File: config.mk
export PLATFORM = sky130hd
export DESIGN_NAME = uart_tx_frame
export DESIGN_NICKNAME = d
export VERILOG_FILES = /design/src/rtl/uart_pkg.sv /design/src/rtl/uart_baud_gen.sv /design/src/rtl/uart_tx_frame.sv
export SDC_FILE = /design/constraint.sdc
export NUM_CORES = 1
export LEC_CHECK = 0
export CORE_UTILIZATION = 25
export DETAILED_ROUTE_END_ITERATION = 6
export PLACE_DENSITY = 0.44
export REMOVE_ABC_BUFFERS = 1
export SETUP_SLACK_MARGIN = 0.02
export SLEW_MARGIN = 20
export SYNTH_ARGS = -nofsm -noshare
export SYNTH_HDL_FRONTEND = slang
export SYNTH_HIERARCHICAL = 1
export SYNTH_SLANG_ARGS = --single-unit
File: constraint.sdc
create_clock -name clk -period 3.26 [get_ports clk]
set_input_delay 0.489 -clock clk [delete_from_list [all_inputs] [get_ports clk]]
set_output_delay 0.489 -clock clk [all_outputs]
set_load 0.01 [all_outputs]
File: src/rtl/uart_pkg.sv
// Shared types and constants for the UART transmit path.
// Optional macro UART_TX_PARITY_EN adds the even-parity state to the FSM enum.
package uart_pkg;

  localparam int DEFAULT_CLK_FREQ = 100_000_000;
  localparam int DEFAULT_BAUD     = 9600;
  localparam logic IDLE_LEVEL     = 1'b1;

`ifdef UART_TX_PARITY_EN
  typedef enum logic [2:0] {
    S_IDLE   = 3'd0,
    S_START  = 3'd1,
    S_DATA   = 3'd2,
    S_PARITY = 3'd3,
    S_STOP   = 3'd4
  } tx_state_t;
`else
  typedef enum logic [2:0] {
    S_IDLE  = 3'd0,
    S_START = 3'd1,
    S_DATA  = 3'd2,
    S_STOP  = 3'd4
  } tx_state_t;
`endif

endpackage

File: src/rtl/uart_baud_gen.sv
// Bit-period timer: counts 0..BIT_CYCLES-1 and flags the last cycle of each bit.
// Held at zero by clear so the first bit of a frame is full length.
module uart_baud_gen #(
  parameter int BIT_CYCLES = 10416
) (
  input  logic clk,
  input  logic rst,
  input  logic clear,
  output logic bit_tick
);

  localparam int CW = $clog2(BIT_CYCLES);
  localparam logic [CW-1:0] LAST = CW'(BIT_CYCLES - 1);

  logic [CW-1:0] cnt;

  always_ff @(posedge clk or posedge rst) begin
    if (rst) begin
      cnt <= '0;
    end else if (clear || cnt == LAST) begin
      cnt <= '0;
    end else begin
      cnt <= cnt + 1'b1;
    end
  end

  assign bit_tick = !clear && (cnt == LAST);

endmodule

File: src/rtl/uart_tx_frame.sv
// UART transmitter: one byte per start request, 8N1 (8E1 with UART_TX_PARITY_EN).
// state    | meaning
// IDLE     | line high, waiting for start
// START    | start bit (tx=0)
// DATA     | eight data bits, LSB first
// PARITY   | even parity bit (only with UART_TX_PARITY_EN)
// STOP     | stop bit (tx=1), done pulses on exit
module uart_tx_frame
  import uart_pkg::*;
#(
  parameter int CLK_FREQ = DEFAULT_CLK_FREQ,
  parameter int BAUD     = DEFAULT_BAUD
) (
  input  logic       clk,
  input  logic       rst,
  input  logic       start,
  input  logic [7:0] data,
  output logic       tx,
  output logic       busy,
  output logic       done
);

  localparam int BIT_CYCLES = CLK_FREQ / BAUD;

  tx_state_t  state;
  logic [7:0] shreg;
  logic [2:0] bit_idx;
  logic       bit_tick;
  logic       timer_clear;
`ifdef UART_TX_PARITY_EN
  logic       parity;
`endif

  // Timer parked at zero while idle, so it starts fresh on the accepting edge.
  assign timer_clear = (state == S_IDLE);

  uart_baud_gen #(
    .BIT_CYCLES(BIT_CYCLES)
  ) u_baud_gen (
    .clk     (clk),
    .rst     (rst),
    .clear   (timer_clear),
    .bit_tick(bit_tick)
  );

  always_ff @(posedge clk or posedge rst) begin
    if (rst) begin
      state   <= S_IDLE;
      shreg   <= '0;
      bit_idx <= '0;
      tx      <= IDLE_LEVEL;
      busy    <= 1'b0;
      done    <= 1'b0;
`ifdef UART_TX_PARITY_EN
      parity  <= 1'b0;
`endif
    end else begin
      done <= 1'b0;
      case (state)
        S_IDLE: begin
          if (start) begin
            shreg   <= data;
            bit_idx <= '0;
            tx      <= 1'b0;
            busy    <= 1'b1;
            state   <= S_START;
`ifdef UART_TX_PARITY_EN
            parity  <= ^data;
`endif
          end
        end
        S_START: begin
          if (bit_tick) begin
            bit_idx <= '0;
            tx      <= shreg[0];
            state   <= S_DATA;
          end
        end
        S_DATA: begin
          if (bit_tick) begin
            shreg   <= shreg >> 1;
            bit_idx <= bit_idx + 3'd1;
            if (bit_idx == 3'd7) begin
`ifdef UART_TX_PARITY_EN
              tx    <= parity;
              state <= S_PARITY;
`else
              tx    <= IDLE_LEVEL;
              state <= S_STOP;
`endif
            end else begin
              tx <= shreg[1];
            end
          end
        end
`ifdef UART_TX_PARITY_EN
        S_PARITY: begin
          if (bit_tick) begin
            tx    <= IDLE_LEVEL;
            state <= S_STOP;
          end
        end
`endif
        S_STOP: begin
          if (bit_tick) begin
            tx    <= IDLE_LEVEL;
            busy  <= 1'b0;
            done  <= 1'b1;
            state <= S_IDLE;
          end
        end
        default: begin
          tx    <= IDLE_LEVEL;
          busy  <= 1'b0;
          state <= S_IDLE;
        end
      endcase
    end
  end

endmodule

Word level (Yosys, flattened, before mapping)
Cells that the tools add are included.
W data, S select, Z words.
{"block": "op_classes", "magnitude_cmp": 0, "n_shift": 0, "reduce_logical": 12, "n_addsub": 2, "eq_ne": 10, "n_bitwise": 1, "div_mod_pow": 0, "n_mux": 24, "multipliers": 0}
{"op": "$mux W3", "count": 7}
{"op": "$mux W8", "count": 2}
{"op": "$pmux W8 S2", "count": 1}
{"op": "$add A14 B1 Y14 const B", "count": 1}
{"op": "$eq A14 B14 Y1 const B", "count": 1}
{"op": "$mux W14", "count": 1}
{"op": "$pmux W3 S4", "count": 1}
{"op": "$ne A2 B2 Y1 const B", "count": 5}
{"op": "$mux W1", "count": 9}
{"op": "$pmux W3 S3", "count": 1}
{"op": "$reduce_and A4 Y1", "count": 2}
{"op": "$eq A3 B3 Y1 const B", "count": 2}
{"op": "$reduce_and A3 Y1", "count": 2}
{"op": "$reduce_and A5 Y1", "count": 1}
{"op": "$pmux W1 S4", "count": 1}
{"op": "$add A3 B1 Y3 const B", "count": 1}
{"op": "$eq A3 B1 Y1 const B", "count": 1}
{"op": "$eq A3 B2 Y1 const B", "count": 1}
{"op": "$logic_not A3 Y1", "count": 1}
{"op": "$pmux W1 S3", "count": 1}
{"op": "$reduce_bool A3 Y1", "count": 1}
{"op": "$reduce_bool A2 Y1", "count": 1}
{"op": "$reduce_or A2 Y1", "count": 1}
{"op": "$logic_and A1 B1 Y1", "count": 1}
{"op": "3 further kinds", "count": 3}
{"block": "totals", "ram_bits": 0, "latchBits": 0, "reg_bits": 31, "romBits": 0, "output_inout_bits": 3, "mem_count": 0}

Logic depth before layout (Yosys ltp)
{"block": "depth", "ltp_word": 5, "ltp_mapped": 10, "ltp_nobuf": 8}

By module
The synthesis kept the hierarchy.
{"mod": "uart_tx_frame", "cells_per_inst": 89, "instances": 1, "area_each_um2": 889.6}
{"mod": "uart_baud_gen", "cells_per_inst": 75, "instances": 1, "area_each_um2": 718.2}

Worst setup path before layout
OpenSTA, ideal clock, no wires.
{"block": "synth_path", "kind": "register -> register", "start": "register u_baud_gen.cnt[10]", "end": "register shreg[0]", "path_stages_with_launch": 10, "setup_time_ps": 119, "slack_ps": 1122, "synth_period_minus_slack_ps": 2138, "t_arrival_ps": 2019, "path_cell_list": "dfrtp_1 > or4_1 > nor4_2 > nor2b_1 > mux2i_1 > or3_1 > buf_2 > buf_6 > nand2_1 > o21ai_2"}
{"block": "synth_between", "elab_chain_cells": 4}
{"element": "start: declaration", "line": "uart_baud_gen.sv:15", "source": "logic [CW-1:0] cnt;"}
{"element": "start signal: assignment", "line": "uart_baud_gen.sv:23", "source": "cnt <= cnt + 1'b1;"}
{"element": "$eq A14 B14 Y1", "line": "uart_baud_gen.sv:27", "source": "assign bit_tick = !clear && (cnt == LAST);"}
{"element": "$logic_and A1 B1 Y1", "line": "uart_baud_gen.sv:27"}
{"element": "named net bit_tick", "line": "uart_tx_frame.sv:28", "source": "logic bit_tick;"}
{"element": "$ne A2 B2 Y1 (no line)"}
{"element": "$reduce_and A3 Y1 (no line)"}
{"element": "end signal: assignment", "line": "uart_tx_frame.sv:62", "source": "shreg <= data;"}
{"element": "end signal: assignment", "line": "uart_tx_frame.sv:81", "source": "shreg <= shreg >> 1;"}
{"element": "end: declaration", "line": "uart_tx_frame.sv:26", "source": "logic [7:0] shreg;"}
The timed path passes the listed nets, and every way through them passes these cells.
A chain may end at the register's enable or synchronous reset.

Worst setup path after layout
{"block": "layout_path", "start": "register u_baud_gen.cnt[10]", "end": "register shreg[1]"}
The elaborated chain is that of the path after synthesis.

==> impl_metrics.toml <==
[place]
place_inst = 244
dpl.hpwl_mm = 2.095
place_congestion = 0.7530
io_buffers = 13
dpl_cell_area_mm2 = 0.001770

[detailed_routing]
wl_per_cell_um = 11.65
drc = 0
vias_per_cell = 4.528
dr.first_iter.drc_count = 57
vias = 1141
wl_mm = 2.936
drtAntennaViolNets = 0
drt_pass1_iterations = 4

[sta]
relSlewSlack_pct = 35.74
fmax_mhz = 403.8
worst_pin_slew_ns = 0.9587
hold_violations = 0
fin_hold_ws_ns = 0.4869
timing.setup.tns_ns = 0
rsz0062_at_grt = "no"
finClkSkew_ns = 0.01051
setup-violations-final = 0
slew_viol_final = 0
min_period_ns = 2.477
timing.final.crit_share_pct = 75.97

[run_status]
status = "finished clean"

[die]
die_area_mm2 = 0.006756
start_util_pct = 26.53
core_mm2 = 0.006061
die_w_um = 82.20
die_h_um = 82.20
rows = 28
io_pins = 14

[cts]
cts_hold_buf = 0
cts_max_level = 2
path_clk_slew_ns = 0.06
clk-insertion-delay-late_ns = 0.28
clkSinkCount = 31
cts_root_buf = "clkbuf_8"
clock_tree.buffer_depth = 2
cts_made_buffers = 5
cts_resized = 0
cts_tree = "yes"
cts_setup_buffers = 0

[finish]
drive_gt1_share_pct = 8.475
fin_nets = 191
final_cell_mix = "30 x dfrtp_1, 19 x nor2_1, 15 x nand2_1"
area_delta_synth_final_pct = 15.80
num-fill-cells = 633
fin_cells = 252
diodes = 0
utilization_pct = 30.72
fin_area_mm2 = 0.001862
layout_commonest_cell = "dfrtp_1"

[critical_path]
required_ns = 3.41
cp_top_family = "simple AND/OR/NAND/NOR gates"
crit_buf_inv = 1
worstSetupEndpointType = "flop"
critPathKind = "flop to flop"
cp_slowest_cell = "or3_1"
cp_data_arrival_time_ns = 2.63
critPathMaxStageDelay_ns = 0.56
cp.depth = 8
rrSetupSlack_ns = 0.78
worstPathCellList = "or4_1 > nor4_2 > nor2b_1 > buf_4 > mux2i_1 > or3_1 > nand2_1 > o21ai_2"
rr_worst_depth = 8
cp-start-kind = "flop"
crit_path_max_fanout = 16

[global_routing]
grt_max_degree = 18
grt_pass1_wl_mm = 5.023
grt_pass1_vias = 1153
grt.overflow.total = 0
grt_antenna_before_repair = 0
grt.total_usage_pct = 9.967

[synth]
ys.flop_type = "dfrtp_1"
synth_edf_count = 0
yosysUniqueCellTypes = 35
seq_area_frac_synth_pct = 48.33
syn_area_mm2 = 0.001608
yosys_warnings = 6
avgSynthCellArea_um2 = 9.804
synth-async-reset-ratio_pct = 100.0
ys_ff_latch = 31
synth_cells = 164

[power_and_ir_drop]
irDropWorstVdd_mv = 0.2455
p_per_area_mw_per_mm2 = 517.4
p_leak_nw = 0.7541

[min_path]
hold_path.class = "flop to flop"
hold_depth = 2

[flow_run]
cap_violations = 0
[cell usage after synthesis, types with 2 or more instances]
cell,number,share of area (%)
a21oi_1,6,1.9
nor3_1,5,1.6
inv_1,7,1.6
nand4_1,4,1.6
o21ai_2,2,1.1
a32o_1,2,1.2
xor2_1,2,1.1
nor2_1,19,4.4
dfrtp_1,30,47
nor4_1,4,1.6
buf_6,3,2.1
nand3_1,8,2.5
ha_1,4,3.1
nand2b_1,3,1.2
nand2_1,15,3.5
mux2i_1,9,5.6
xnor2_1,10,5.4
a31oi_1,2,0.78
o21ai_1,6,1.9
buf_2,4,1.2
o21ai_0,4,1.2
buf_4,2,0.93
[layer usage]
metal	vias to the layer above	track usage (%)	part of all wire (%)
met5	-	0	0
met4	0	4.211	1.2
li1	585	-	-
met3	5	3.297	3.7
met2	13	16.94	49
met1	538	11.40	46
[stage by stage]
step                      power (mW)  setup slack (ns)
after floorplan               0.6126            0.7479
after global routing           1.027            0.5354
after CTS                     0.9780            0.7696
after detailed placement      0.6650            0.7777
after global placement        0.6588            0.8291
final                         0.9633            0.7833
[cell families after synthesis]
logic type,after synthesis,share of synthesized area (%)
AND/OR/NAND/NOR,67,20.93
flip-flops,31,48.33
AO/OA/AOI/OAI,23,8.639
buffers and inverters,17,6.148
XOR/XNOR,12,6.537
multiplexers,10,6.304
adder cells (fa/ha/maj),4,3.113
[sequential cells by signal, summed over array words and instances, names as in the netlist]
| register | count |
|---|---|
| done | 1 |
| tx | 1 |
| busy | 1 |
| shreg | 8 |
| bit_idx | 3 |
| u_baud_gen/cnt | 14 |
| state | 3 |
[tightest hold or removal path: stages (launching register included)]
cell	delay, ns
dfrtp_1	0.35
nand2_1	0.06
o21ai_2	0.05
[layout make-up]
type                       instances  area (um2)  share of cell area (%)
sequential                        31       777.0                   41.73
multi-input combinational        116       732.0                   39.31
timing repair buffer              14       137.6                   7.392
tap                               75       93.84                   5.040
clock buffer                       7       86.33                   4.637
inverter                           8       30.03                   1.613
clock inverter                     1       5.005                  0.2688
[path summary, 6_finish.rpt]
kind / start / to
setup / recovery: u_baud_gen/cnt[10] / shreg[1]
hold / removal: shreg[0] / shreg[0]
setup reg to reg: u_baud_gen/cnt[10] / shreg[1]
hold reg to reg: shreg[0] / shreg[0]
max in group asynchronous: rst / shreg[0]
min in group asynchronous: rst / u_baud_gen/cnt[9]
[power breakdown]
group | total, mW | leakage, nW | internal (mW) | switching [mW]
registers | 0.506 | 0.391 | 0.441 | 0.0651
logic | 0.149 | 0.315 | 0.0738 | 0.0751
clock network | 0.308 | 0.0482 | 0.170 | 0.138
total | 0.963 | 0.754 | 0.685 | 0.278
(Power assumes the default switching activity.)
